File: config.mk
export PLATFORM = sky130hd
export DESIGN_NAME = axis_response_header_builder
export DESIGN_NICKNAME = d
export VERILOG_FILES = /design/src/rtl/axis_response_header_builder_pkg.sv /design/src/rtl/axis_response_header_builder_hdr_mux.sv /design/src/rtl/axis_response_header_builder.sv
export SDC_FILE = /design/constraint.sdc
export NUM_CORES = 1
export LEC_CHECK = 0
export CAP_MARGIN = 0
export CORE_MARGIN = 1
export CORE_UTILIZATION = 35
export CTS_BUF_LIST = sky130_fd_sc_hd__clkbuf_8 sky130_fd_sc_hd__clkbuf_16
export DETAILED_ROUTE_END_ITERATION = 10
export PLACE_DENSITY = 0.68
export REMOVE_ABC_BUFFERS = 1
export SYNTH_ARGS = -nofsm -noshare
export SYNTH_HDL_FRONTEND = slang
export SYNTH_SLANG_ARGS = --single-unit
File: constraint.sdc
create_clock -name aclk -period 2.7 [get_ports aclk]
set_input_delay 0.405 -clock aclk [delete_from_list [all_inputs] [get_ports aclk]]
set_output_delay 0.405 -clock aclk [all_outputs]
set_load 0.005 [all_outputs]
File: src/rtl/axis_response_header_builder_pkg.sv
// Shared definitions for the response header builder and the inbound parser:
// magic word, header geometry, header word indices and FSM state encoding.
// Build option HDR_CHECKSUM_EN adds the TRAIL state for the XOR trailer word.
package axis_response_header_builder_pkg;

  localparam logic [15:0] MAGIC_WORD_DEFAULT = 16'hC0DE;
  localparam int unsigned HDR_WORDS          = 6;

  localparam logic [2:0] HDR_MAGIC  = 3'd0;
  localparam logic [2:0] HDR_INSTR  = 3'd1;
  localparam logic [2:0] HDR_BEND   = 3'd2;
  localparam logic [2:0] HDR_ASTART = 3'd3;
  localparam logic [2:0] HDR_ACOUNT = 3'd4;
  localparam logic [2:0] HDR_LEN    = 3'd5;

  typedef enum logic [1:0] {
    ST_IDLE,
    ST_HDR,
    ST_PAYLOAD
`ifdef HDR_CHECKSUM_EN
    , ST_TRAIL
`endif
  } state_e;

endpackage

File: src/rtl/axis_response_header_builder_hdr_mux.sv
// Combinational selector producing one response header word from the header
// index and the latched control fields. Upper bits are zero when
// DATA_WIDTH exceeds 16.
module axis_hdr_word_mux
  import axis_response_header_builder_pkg::*;
#(
  parameter int unsigned DATA_WIDTH = 16,
  parameter int unsigned LEN_WIDTH  = 16,
  parameter logic [15:0] MAGIC_WORD = MAGIC_WORD_DEFAULT
) (
  input  logic [2:0]            hdr_idx_i,
  input  logic [7:0]            instr_i,
  input  logic [4:0]            bram_start_i,
  input  logic [4:0]            bram_end_i,
  input  logic [15:0]           addr_start_i,
  input  logic [15:0]           addr_count_i,
  input  logic [LEN_WIDTH-1:0]  len_i,
  output logic [DATA_WIDTH-1:0] word_o
);

  // Header word select.
  always_comb begin
    word_o = '0;
    case (hdr_idx_i)
      HDR_MAGIC:  word_o = DATA_WIDTH'(MAGIC_WORD);
      HDR_INSTR:  word_o = DATA_WIDTH'({instr_i, 3'b000, bram_start_i});
      HDR_BEND:   word_o = DATA_WIDTH'({11'd0, bram_end_i});
      HDR_ASTART: word_o = DATA_WIDTH'(addr_start_i);
      HDR_ACOUNT: word_o = DATA_WIDTH'(addr_count_i);
      HDR_LEN:    word_o = DATA_WIDTH'(len_i);
      default:    word_o = '0;
    endcase
  end

endmodule

File: src/rtl/axis_response_header_builder.sv
// Response packet builder: on start, latches the operation's control fields,
// emits a 6-word header, then passes exactly payload_len upstream words
// through to the DMA with TLAST on the final word.
// Build option HDR_CHECKSUM_EN appends an XOR-of-all-words trailer that
// carries TLAST instead.
module axis_response_header_builder
  import axis_response_header_builder_pkg::*;
#(
  parameter int unsigned DATA_WIDTH = 16,
  parameter logic [15:0] MAGIC_WORD = MAGIC_WORD_DEFAULT,
  parameter int unsigned LEN_WIDTH  = 16
) (
  input  logic                  aclk,
  input  logic                  aresetn,
  input  logic                  start,
  input  logic [7:0]            instruction_code,
  input  logic [4:0]            bram_start,
  input  logic [4:0]            bram_end,
  input  logic [15:0]           addr_start,
  input  logic [15:0]           addr_count,
  input  logic [LEN_WIDTH-1:0]  payload_len,
  input  logic [DATA_WIDTH-1:0] s_axis_tdata,
  input  logic                  s_axis_tvalid,
  output logic                  s_axis_tready,
  input  logic                  s_axis_tlast,
  output logic [DATA_WIDTH-1:0] m_axis_tdata,
  output logic                  m_axis_tvalid,
  input  logic                  m_axis_tready,
  output logic                  m_axis_tlast,
  output logic                  busy,
  output logic                  done,
  output logic                  err_len_mismatch
);

  state_e                state_q, state_d;
  logic [2:0]            hdr_idx_q, hdr_idx_d;
  logic [LEN_WIDTH-1:0]  cnt_q, cnt_d;
  logic                  err_q, err_d;
  logic                  done_q, done_d;

  logic [7:0]            instr_q;
  logic [4:0]            bram_start_q, bram_end_q;
  logic [15:0]           addr_start_q, addr_count_q;
  logic [LEN_WIDTH-1:0]  len_q;

  logic [DATA_WIDTH-1:0] hdr_word;
  logic                  accept_start;
  logic                  last_hdr;
  logic                  last_pl;

  assign accept_start = (state_q == ST_IDLE) && start;
  assign last_hdr     = (hdr_idx_q == HDR_LEN);
  assign last_pl      = (cnt_q == (len_q - LEN_WIDTH'(1)));

  assign busy             = (state_q != ST_IDLE);
  assign done             = done_q;
  assign err_len_mismatch = err_q;

  axis_hdr_word_mux #(
    .DATA_WIDTH (DATA_WIDTH),
    .LEN_WIDTH  (LEN_WIDTH),
    .MAGIC_WORD (MAGIC_WORD)
  ) u_hdr_mux (
    .hdr_idx_i    (hdr_idx_q),
    .instr_i      (instr_q),
    .bram_start_i (bram_start_q),
    .bram_end_i   (bram_end_q),
    .addr_start_i (addr_start_q),
    .addr_count_i (addr_count_q),
    .len_i        (len_q),
    .word_o       (hdr_word)
  );

`ifdef HDR_CHECKSUM_EN
  logic [DATA_WIDTH-1:0] csum_q, csum_d;

  // Running XOR of every word that handshakes on the output stream.
  always_comb begin
    csum_d = csum_q;
    if (accept_start) begin
      csum_d = '0;
    end else if (m_axis_tvalid && m_axis_tready) begin
      csum_d = csum_q ^ m_axis_tdata;
    end
  end

  // Checksum accumulator register.
  always_ff @(posedge aclk) begin
    if (!aresetn) begin
      csum_q <= '0;
    end else begin
      csum_q <= csum_d;
    end
  end
`endif

  // Control-field capture; only an accepted start may overwrite the fields.
  always_ff @(posedge aclk) begin
    if (!aresetn) begin
      instr_q      <= '0;
      bram_start_q <= '0;
      bram_end_q   <= '0;
      addr_start_q <= '0;
      addr_count_q <= '0;
      len_q        <= '0;
    end else if (accept_start) begin
      instr_q      <= instruction_code;
      bram_start_q <= bram_start;
      bram_end_q   <= bram_end;
      addr_start_q <= addr_start;
      addr_count_q <= addr_count;
      len_q        <= payload_len;
    end
  end

  // FSM state, header index, payload counter and status flags.
  always_ff @(posedge aclk) begin
    if (!aresetn) begin
      state_q   <= ST_IDLE;
      hdr_idx_q <= '0;
      cnt_q     <= '0;
      err_q     <= 1'b0;
      done_q    <= 1'b0;
    end else begin
      state_q   <= state_d;
      hdr_idx_q <= hdr_idx_d;
      cnt_q     <= cnt_d;
      err_q     <= err_d;
      done_q    <= done_d;
    end
  end

  // Next-state logic and stream outputs; PAYLOAD is a combinational bypass.
  always_comb begin
    state_d       = state_q;
    hdr_idx_d     = hdr_idx_q;
    cnt_d         = cnt_q;
    err_d         = err_q;
    done_d        = 1'b0;
    m_axis_tdata  = '0;
    m_axis_tvalid = 1'b0;
    m_axis_tlast  = 1'b0;
    s_axis_tready = 1'b0;

    case (state_q)
      ST_IDLE: begin
        if (start) begin
          state_d   = ST_HDR;
          hdr_idx_d = '0;
          cnt_d     = '0;
          err_d     = 1'b0;
        end
      end

      ST_HDR: begin
        m_axis_tvalid = 1'b1;
        m_axis_tdata  = hdr_word;
`ifndef HDR_CHECKSUM_EN
        m_axis_tlast  = last_hdr && (len_q == '0);
`endif
        if (m_axis_tready) begin
          if (!last_hdr) begin
            hdr_idx_d = hdr_idx_q + 3'd1;
          end else if (len_q != '0) begin
            state_d = ST_PAYLOAD;
          end else begin
`ifdef HDR_CHECKSUM_EN
            state_d = ST_TRAIL;
`else
            state_d = ST_IDLE;
            done_d  = 1'b1;
`endif
          end
        end
      end

      ST_PAYLOAD: begin
        m_axis_tdata  = s_axis_tdata;
        m_axis_tvalid = s_axis_tvalid;
        s_axis_tready = m_axis_tready;
`ifndef HDR_CHECKSUM_EN
        m_axis_tlast  = last_pl;
`endif
        if (s_axis_tvalid && m_axis_tready) begin
          cnt_d = cnt_q + LEN_WIDTH'(1);
          if (s_axis_tlast != last_pl) begin
            err_d = 1'b1;
          end
          if (last_pl) begin
`ifdef HDR_CHECKSUM_EN
            state_d = ST_TRAIL;
`else
            state_d = ST_IDLE;
            done_d  = 1'b1;
`endif
          end
        end
      end

`ifdef HDR_CHECKSUM_EN
      ST_TRAIL: begin
        m_axis_tvalid = 1'b1;
        m_axis_tdata  = csum_q;
        m_axis_tlast  = 1'b1;
        if (m_axis_tready) begin
          state_d = ST_IDLE;
          done_d  = 1'b1;
        end
      end
`endif

      default: state_d = ST_IDLE;
    endcase
  end

endmodule

==> run_results.csv, run 1 <==
group,metric,value,unit
detailed_routing,wire_per_inst,15.5,µm
global_routing,gr-total-overflow,0,
power,power.share.combinational,43.9,%
layout,final_cell_mix,"nand2_1, clkdlybuf4s50_1, dfxtp_1",
clock_tree,cts.clk_slew.worst_paths,0.07,ns
global_routing,grt_pass1_vias,4907,
critical_path,crit_required,2.30,ns
critical_path,startpoint_type,"flip-flop",
critical_path,critical_path.max_stage_delay,0.46,ns
power,switching_power,1.82,mW
clock_tree,root_buffer,"clkbuf_16",
floorplan,die-area,14800,µm²
synth,synth_mux_area_share,1.80,%
synth,postSynthCellCount,643,
synth,synth_xor_area_share,5.92,%
layout,final_nets,881,
run,max-cap-violations,0,
clock_tree,cts_tree,"done",
sta,hold_violations,0,
synth,synth_area_leader_cell,"dfxtp_1",
hold_path,min_path_type,"flip-flop to flip-flop",
critical_path,cp_max_fo,2,
layout,area_growth,42.9,%
detailed_routing,drt_pass1_iterations,6,
power,switching_share,36.7,%
synth,synth_seq_cells,89,
synth,avgSynthCellArea,7.79,µm²
placed_design,pre_cts_ws,-0.430,ns
placed_design,hpwl,10800,µm
layout,utilization,51.4,%
sta,min_period_over_period,114,%
sta,max_freq,0.326,GHz
sta,rsz0062_at_grt,"true",
placed_design,place.gp.congestion,0.873,
sta,hold_ws,0.465,ns
sta,maxSlewViolCount,0,
synth,synth-main-ff-cell,"dfxtp_1",
global_routing,grt_max_degree,67,
global_routing,grt_pass1_wl,24400,µm
sta,finClkSkew,0.0109,ns
synth,synth_area_leaders,"dfxtp_1, nand2_1, a21boi_0, xnor2_1, xor2_1",
clock_tree,cts.path.max_buffers,2,
synth,yosysTopAreaCellShare,35.6,%
critical_path,criticalPathCategory,"flip-flop to primary output",
sta,layout_setup_ws,-0.369,ns
layout,layout_commonest_cell,"nand2_1",
floorplan,dieWidth,122,µm
sta,final-setup-viol-count,1,
layout,fin_area,7160,µm²
floorplan,std_cell_rows,43,
detailed_routing,ant_nets,0,
power,pwr-share-seq,32.0,%
layout,drive_gt1_share,16.9,%
critical_path,cp-end-kind,"primary output",
clock_tree,cts.sinks,89,
synth,ys.warnings.count,0,
detailed_routing,vias,5008,
floorplan,io_pins,110,
critical_path,cp.arrival,2.66,ns
placed_design,placedCellCount,939,
layout,diodes,0,
global_routing,antenna_found_initial,0,
detailed_routing,routed_via_density,5.18,
synth,synth.cell_area,5010,µm²
power,clkPwrFrac,24.0,%
synth,synth_cell_type_count,59,
critical_path,timing.critical_path.slowest_stage_cell,"or4_4",
clock_tree,cts_buffers,9,
detailed_routing,wl,15000,µm
placed_design,portBuffers,109,
power,power_density,693,nW/µm²
critical_path,crit_buf_inv,2,
detailed_routing,drc_errors,0,
synth,post_synth_and_or_nand_nor_area_fraction,27.7,%
synth,async_flop_share,0,%
global_routing,grtUsageTotal,20.9,%
clock_tree,htreeDepth,3,
floorplan,core,13900,µm²
synth,synth_top_family_by_area,"simple AND/OR/NAND/NOR gates",
outcome,status,"complete, but fails checks",
sta,tightest_slew,0.696,ns
power,irDropWorstVdd,0.000399,V
sta,maxSlewHeadroom,53.6,%
synth,synth_edf_count,0,
layout,stdcell_count,967,
clock_tree,clkLatencyLatePin,0.35,ns
power,p_int,3.14,mW
critical_path,crit_family,"simple AND/OR/NAND/NOR gates",
floorplan,initial_core_util,36.0,%
critical_path,crit_chain,"inv_2 > ha_4 > or4b_4 > or4_4 > xnor2_2 > nand4_1 > nor3_2 > a31oi_1 > nor2b_1 > buf_2",
synth,synth_fa_ha_area_share,2.50,%
synth,ys_seq_area_share,35.6,%
power,p_leak,2.75,nW
placed_design,dpl_cell_area,6600,µm²
floorplan,die_h,122,µm
synth,synth_compound_area_share,22.0,%
outcome,violations,"setup timing",
sta,tns,-0.369,ns
sta,min_period,3.07,ns
power,finalPower,4.97,mW
detailed_routing,drtIter0Drc,423,
==> final cells by class <==
cell class	count	area, µm²
timing repair buffer	176	1660
inverter	10	37.5
clock buffer	9	225
tap	180	225
multi-input combinational	497	3170
clock inverter	6	50.0
sequential	89	1790
fill	1288	6770
==> worst reg2reg max path, cell delays in order, from the launching register on <==
cell	delay (ns)
dfxtp_1	0.32
inv_2	0.07
ha_4	0.13
or4b_4	0.45
or4_4	0.46
xnor2_2	0.19
buf_4	0.14
o21ai_4	0.05
nor4_4	0.25
buf_4	0.19
nor2_2	0.04
a221o_1	0.25
==> path summary, 6_finish.rpt <==
check | start | to | slack (ns) | depth (start not counted)
setup / recovery | len_q[1] | m_axis_tlast | -0.37 | 10
hold / removal | addr_start_q[5] | addr_start_q[5] | 0.47 | 2
setup reg to reg | len_q[1] | err_len_mismatch | 0.05 | 11
hold reg to reg | addr_start_q[5] | addr_start_q[5] | 0.47 | 2
==> power by group through the flow <==
stage	combinational, mW	sequential, mW	clock (mW)
floorplan	1.09	1.62	0
CTS	2.16	1.59	1.22
finish	2.18	1.59	1.19
detailed placement	2.05	1.62	0
global placement	2.01	1.60	0
global route	2.40	1.61	1.28
==> metal layers <==
layer,routed length [µm],global-route usage [%],vias to the layer above,part of all wire (%)
li1,-,-,2487,-
met1,6930,28.1,2365,46
met2,7150,34.6,138,48
met3,696,3.46,18,4.7
met4,193,5.79,0,1.3
met5,0,0,-,0
==> cells in the mapped netlist (3+ instances only) <==
library cell and number:
a21boi_0 70, a21oi_1 8, a222oi_1 10, a22oi_1 15, and2_1 15, and3_1 5
buf_1 7, clkbuf_1 37, dfxtp_1 89, ha_1 10, inv_1 10, mux2_2 8
nand2_1 163, nand2b_1 10, nand3_1 13, nand3b_1 3, nand4_1 12, nor2_1 34
nor2b_1 14, nor3_1 8, o211ai_1 6, o21ai_0 18, or3_1 4, xnor2_1 16
xor2_1 16
==> flip-flops by register name (all words and copies together) (netlist names), 2 cells and up <==
name / flops
addr_count_q: 16
addr_start_q: 16
cnt_q: 16
len_q: 16
instr_q: 8
bram_end_q: 5
bram_start_q: 5
hdr_idx_q: 3
state_q: 2
==> logic make-up after synthesis <==
| kind of cell | count (synthesis) |
|---|---|
| simple gates | 296 |
| compound gates | 150 |
| flops | 89 |
| buf+inv | 57 |
| xor+xnor | 33 |
| fa+ha+maj | 10 |
| mux | 8 |
==> repair_timing <==
| item | 4_1_cts | 5_1_grt |
|---|---|---|
| hold buffers | 0 | 0 |
| setup buffers | 9 | 7 |
| resized for setup | 47 | 15 |
| setup endpoints to repair | 18 | 21 |
| cloned | 1 | 0 |
| pin swaps | 13 | 14 |
Note: power is estimated with default switching activity, not from simulation.
==> inputs of run 2 (changes only) <==
- GPL_TIMING_DRIVEN: not set -> 0
==> run 2 against run 1 <==
Effect of this change: the flow still finishes with violations (setup timing); register-to-register slack worse by 0.21 ns; first-iteration DRC count fell by 12%; sequential power is 4% higher; power fell by 0.63%; core utilization down 0.81 points; die area is the same; routed wire length shrank 1.7%; global-route usage fell by 1.1 points.
==> run_results.csv, run 2 (synthesis results as in run 1) <==
group,metric,value,unit
outcome,status,"complete, but fails checks",
outcome,violations,"setup timing",
detailed_routing,ant_nets,0,
critical_path,cp.arrival,2.59,ns
sta,rsz0062_at_grt,"true",
clock_tree,cts_tree,"done",
floorplan,std_cell_rows,43,
sta,final-setup-viol-count,2,
sta,tightest_slew,0.676,ns
floorplan,core,13900,µm²
layout,diodes,0,
placed_design,hpwl,9690,µm
critical_path,crit_required,2.30,ns
critical_path,crit_family,"simple AND/OR/NAND/NOR gates",
layout,drive_gt1_share,14.3,%
critical_path,crit_cells,10,
layout,fin_area,7050,µm²
clock_tree,clkLatencyLatePin,0.34,ns
sta,maxSlewHeadroom,54.9,%
critical_path,crit_buf_inv,2,
detailed_routing,wire_per_inst,15.7,µm
global_routing,grt_max_degree,53,
power,p_leak,2.64,nW
sta,maxSlewViolCount,0,
layout,area_growth,40.7,%
sta,min_period_over_period,111,%
floorplan,die_h,122,µm
placed_design,place.gp.congestion,0.845,
floorplan,initial_core_util,36.0,%
critical_path,timing.critical_path.slowest_stage_cell,"or4_4",
power,power_density,700,nW/µm²
critical_path,startpoint_type,"flip-flop",
run,max-cap-violations,0,
critical_path,crit_chain,"inv_2 > ha_4 > or4b_1 > or4_4 > xnor2_4 > nand4_1 > nor3_2 > a31oi_1 > nor2b_1 > buf_2",
power,irDropWorstVdd,0.000499,V
critical_path,cp-end-kind,"primary output",
sta,max_freq,0.334,GHz
detailed_routing,vias,4841,
critical_path,cp_max_fo,2,
layout,stdcell_count,940,
floorplan,die-area,14800,µm²
clock_tree,cts.path.max_buffers,2,
critical_path,r2r_cells,15,
clock_tree,cts.sinks,89,
critical_path,critical_path.max_stage_delay,0.48,ns
global_routing,gr-total-overflow,0,
placed_design,placedCellCount,889,
detailed_routing,drtIter0Drc,371,
hold_path,min_path_type,"flip-flop to flip-flop",
detailed_routing,wl,14700,µm
detailed_routing,drt_pass1_iterations,5,
hold_path,hold_path_depth,2,
floorplan,dieWidth,122,µm
layout,final_nets,853,
power,finalPower,4.93,mW
sta,hold_violations,0,
global_routing,antenna_found_initial,0,
sta,layout_setup_ws,-0.292,ns
detailed_routing,routed_via_density,5.15,
global_routing,grt_pass1_wl,22900,µm
global_routing,grtUsageTotal,19.8,%
sta,min_period,2.99,ns
clock_tree,htreeDepth,3,
layout,final_cell_mix,"nand2_1, clkdlybuf4s50_1, dfxtp_1",
sta,tns,-0.456,ns
placed_design,portBuffers,109,
floorplan,io_pins,110,
clock_tree,root_buffer,"clkbuf_16",
detailed_routing,drc_errors,0,
critical_path,criticalPathCategory,"flip-flop to primary output",
layout,n_fill_cell,1279,
placed_design,dpl_cell_area,6210,µm²
clock_tree,cts_hold_buf,0,
clock_tree,cts.clk_slew.worst_paths,0.06,ns
sta,finClkSkew,0.00695,ns
global_routing,grt_pass1_vias,4717,
layout,layout_commonest_cell,"nand2_1",
clock_tree,cts_buffers,9,
==> run 2: cell types whose count changed in the layout (fill, tap and decap cells not counted), moves of 3 or more <==
cell / previous run / this run
buf_4: 57 / 25
dlygate4sd2_1: 10 / 3
o21ai_0: 18 / 13
clkdlybuf4s15_1: 0 / 4
dfxtp_1: 86 / 82
o21ai_1: 1 / 5
buf_6: 5 / 8
dfxtp_4: 2 / 5
ha_4: 6 / 9
==> run 2: metrics by stage <==
stage / setup slack, ns / hold WS (ns) / util [%]
after global placement: -2.17 / 0.454 / 44.1
after CTS: -0.429 / 0.461 / 49.1
final: -0.292 / 0.460 / 50.6
after detailed placement: -1.04 / 0.453 / 44.6
after global routing: -0.464 / 0.478 / 50.6
after floorplan: -0.258 / 0.438 / -
==> run 2: timing repair <==
| item | 4_1_cts | 5_1_grt |
|---|---|---|
| buffers inserted | 20 | 16 |
| cloned | 1 | 0 |
| resized for setup | 58 | 35 |
| endpoints found under the setup margin | 36 | 26 |
| pin swaps | 7 | 28 |
==> run 2: metal layers <==
metal	track usage, %	share of wire [%]	vias up
met5	0	0	-
met4	7.02	1.4	0
met2	35.1	50	107
met3	3.37	3.4	17
li1	-	-	2437
met1	24.0	45	2280
==> run 2: power breakdown <==
group / total, mW / internal [mW] / leakage, nW / switching (mW)
Clock: 1.28 / 0.764 / 0.153 / 0.513
Sequential: 1.65 / 1.49 / 0.732 / 0.158
Combinational: 2.01 / 0.917 / 1.75 / 1.09
==> run 2: path summary, 6_finish.rpt <==
kind / startpoint / endpoint / slack, ns
max: len_q[1] / m_axis_tlast / -0.29
min: addr_count_q[15] / addr_count_q[15] / 0.46
max reg2reg: len_q[1] / done / -0.16
min reg2reg: addr_count_q[15] / addr_count_q[15] / 0.46
==> run 2: cell type report <==
| class | instances | area, µm² | share of cell area (%) |
|---|---|---|---|
| inverters | 10 | 41.3 | 0.586 |
| flip-flops and latches | 89 | 1800 | 25.6 |
| well taps | 180 | 225 | 3.20 |
| clock buffers | 11 | 253 | 3.59 |
| multi-input cells | 497 | 3190 | 45.3 |
| clock inverters | 5 | 55.1 | 0.781 |
| repair buffers | 148 | 1480 | 21.0 |
==> run 2: worst min-delay path, stage by stage, from the launching register on <==
cell      delay [ns]
dfxtp_1         0.31
nand2_1         0.04
a21boi_0        0.06
==> inputs of run 3 (changes only) <==
- ABC_AREA: not set -> 1
==> run 3 against run 2 <==
Effect of this change: the run still ends with setup timing left; synthesized cell count increased by 17%; register-to-register slack improved by 0.39 ns; area after synthesis decreased by 3.4%; non-clock buffer count decreased by 30; first-iteration DRC count decreased by 18%; sequential power increased by 12%; design area decreased by 6.2%; critical path type unchanged; largest cell class unchanged; highest routed layer unchanged.
==> run_results.csv, run 3 <==
group,metric,value,unit
detailed_routing,wire_per_inst,13.3,µm
sta,maxSlewViolCount,0,
synth,synth-main-ff-cell,"dfxtp_1",
sta,tightest_slew,0.637,ns
global_routing,grt_pass1_wl,21800,µm
clock_tree,cts_tree,"done",
layout,layout_commonest_cell,"nand2_1",
sta,final-setup-viol-count,1,
global_routing,grt_pass1_vias,4503,
detailed_routing,drc_errors,0,
sta,layout_setup_ws,-0.0221,ns
detailed_routing,vias,5031,
clock_tree,cts.sinks,89,
sta,min_period_over_period,101,%
outcome,violations,"setup timing",
placed_design,place.gp.congestion,0.855,
synth,synth_cell_type_count,33,
synth,synthTopCellsByCount,"nand2_1, nor2_1, o21ai_0",
layout,stdcell_count,1033,
sta,hold_ws,0.452,ns
synth,avgSynthCellArea,6.44,µm²
layout,fin_area,6610,µm²
critical_path,startpoint_type,"flip-flop",
synth,synth_seq_cells,89,
power,pwr-share-seq,33.4,%
floorplan,io_pins,110,
placed_design,portBuffers,109,
synth,async_flop_share,0,%
floorplan,std_cell_rows,42,
floorplan,die_h,120,µm
power,finalPower,5.51,mW
placed_design,dpl_cell_area,6080,µm²
sta,maxSlewHeadroom,57.4,%
detailed_routing,routed_via_density,4.87,
detailed_routing,wl_met1,6310,µm
power,power.share.combinational,45.2,%
synth,yosysTopAreaCellShare,36.8,%
clock_tree,clkLatencyLatePin,0.34,ns
hold_path,min_path_type,"flip-flop to flip-flop",
power,irDropWorstVdd,0.000398,V
clock_tree,cts.clk_slew.worst_paths,0.07,ns
critical_path,cp-end-kind,"primary output",
sta,hold_violations,0,
sta,rsz0062_at_grt,"true",
clock_tree,root_buffer,"clkbuf_16",
floorplan,dieWidth,120,µm
synth,ys.warnings.count,0,
critical_path,crit_required,2.30,ns
layout,area_growth,36.5,%
synth,postSynthCellCount,752,
synth,ys_seq_area_share,36.8,%
run,max-cap-violations,0,
layout,final_cell_mix,"nand2_1, nor2_1, clkdlybuf4s50_1",
global_routing,grtUsageTotal,19.3,%
power,clkPwrFrac,21.4,%
critical_path,criticalPathCategory,"flip-flop to primary output",
synth,yosys.cell_count.top_type,"nand2_1",
detailed_routing,route.met3.wl,740,µm
detailed_routing,drtIter0Drc,304,
power,p_leak,2.61,nW
floorplan,core,13300,µm²
global_routing,antenna_found_initial,0,
global_routing,grt_max_degree,71,
placed_design,placedCellCount,1009,
floorplan,initial_core_util,36.3,%
synth,post_synth_and_or_nand_nor_area_fraction,30.7,%
floorplan,die-area,14300,µm²
synth,synth_edf_count,0,
sta,finClkSkew,0.0124,ns
layout,diodes,0,
critical_path,r2r_setup_slack,0.23,ns
global_routing,gr-total-overflow,0,
synth,synth_mux_area_share,0,%
critical_path,cp_max_fo,5,
detailed_routing,routed-wl-met2,6410,µm
detailed_routing,ant_nets,0,
power,switching_power,2.27,mW
detailed_routing,highest_layer,"met4",
critical_path,cp.arrival,2.32,ns
clock_tree,cts.path.max_buffers,2,
power,power_density,834,nW/µm²
synth,synth_fa_ha_area_share,2.59,%
synth,synth_xor_area_share,1.63,%
synth,synth_area_leader_cell,"dfxtp_1",
sta,max_freq,0.367,GHz
clock_tree,cts_buffers,9,
clock_tree,cts_hold_buf,0,
synth,synth.cell_area,4840,µm²
sta,tns,-0.0221,ns
power,p_int,3.24,mW
synth,synth_compound_area_share,20.0,%
synth,synth_top_family_by_area,"simple AND/OR/NAND/NOR gates",
placed_design,hpwl,9610,µm
clock_tree,htreeDepth,3,
layout,final_nets,950,
detailed_routing,drt_pass1_iterations,7,
synth,synth_area_leaders,"dfxtp_1, nand2_1, nor2_1, o21ai_0, a21oi_1",
layout,drive_gt1_share,9.22,%
outcome,status,"complete, but fails checks",
power,switching_share,41.1,%
detailed_routing,wl,13700,µm
sta,min_period,2.72,ns
==> run 3: cell types whose count changed after synthesis, moves of 15 or more <==
| cell | previous run | this run |
|---|---|---|
| o21ai_0 | 18 | 98 |
| nor2_1 | 34 | 134 |
| inv_1 | 10 | 71 |
| a21oi_1 | 8 | 61 |
| and2_1 | 15 | 0 |
| a21boi_0 | 70 | 0 |
==> run 3: what timing repair did <==
action                                  CTS  global route
gates resized for setup                  28            33
buffers inserted                          1             6
pin swaps                                 2            10
endpoints found under the setup margin   33            26
cloned                                    1             0
==> run 3: final cells by class <==
cell class                      instances  area, µm²
Timing Repair Buffer                  118       1190
Inverter                               76        307
Clock buffer                           10        239
Tap cell                              176        220
Multi-Input combinational cell        558       2820
Sequential cell                        89       1790
Fill cell                            1392       6740
Clock inverter                          6       40.0
==> run 3: power by group through the flow <==
stage          clock (mW)  sequential [mW]  combinational [mW]
2_1_floorplan           0             1.80                1.54
3_3_place_gp            0             1.84                2.24
3_5_place_dp            0             1.85                2.28
4_1_cts              1.20             1.82                2.37
5_1_grt              1.26             1.88                2.81
6_report             1.18             1.84                2.49
==> run 3: per-layer routing <==
layer / vias to the layer above / global-route usage, %
met4: 0 / 6.80
met2: 117 / 31.8
met5: - / 0
met3: 17 / 4.18
li1: 2650 / -
met1: 2247 / 24.8
==> run 3: kinds of logic (layout without fill, tap and decap cells) <==
group,after synthesis,count (layout)
and+or+nand+nor,357,358
DFF,89,89
xor gates and xnor gates,9,9
adders and majority gates,10,10
AOI/OAI and AO/OA,181,181
buffers and inverters,106,210
==> run 3: per-stage QoR <==
step	utilization, %	setup WS [ns]
6_report	49.5	-0.0221
3_5_place_dp	45.5	-0.711
2_1_floorplan	-	-1.00
5_1_grt	49.5	-0.201
4_1_cts	48.4	-0.0936
3_3_place_gp	45.2	-3.08
==> run 3: path summary, 6_finish.rpt <==
path              startpoint           end  cells after the start
setup / recovery    len_q[0]  m_axis_tlast                     16
hold / removal    instr_q[7]    instr_q[7]                      2
setup reg to reg  state_q[1]     cnt_q[10]                      8
hold reg to reg   instr_q[7]    instr_q[7]                      2
==> run 3: critical path, stage by stage, from the launching register on <==
cell and delay, ns:
dfxtp_2 0.35, inv_4 0.06, ha_4 0.25, inv_1 0.03, nand2_1 0.05, nand2_1 0.05
nor2_2 0.10, nand2_1 0.06, nor2_1 0.08, nand2_1 0.07, nor2_1 0.09, nand2_1 0.07
nor2_2 0.12, nand3_2 0.10, nor2_1 0.10, o21a_1 0.17, clkdlybuf4s15_2 0.22
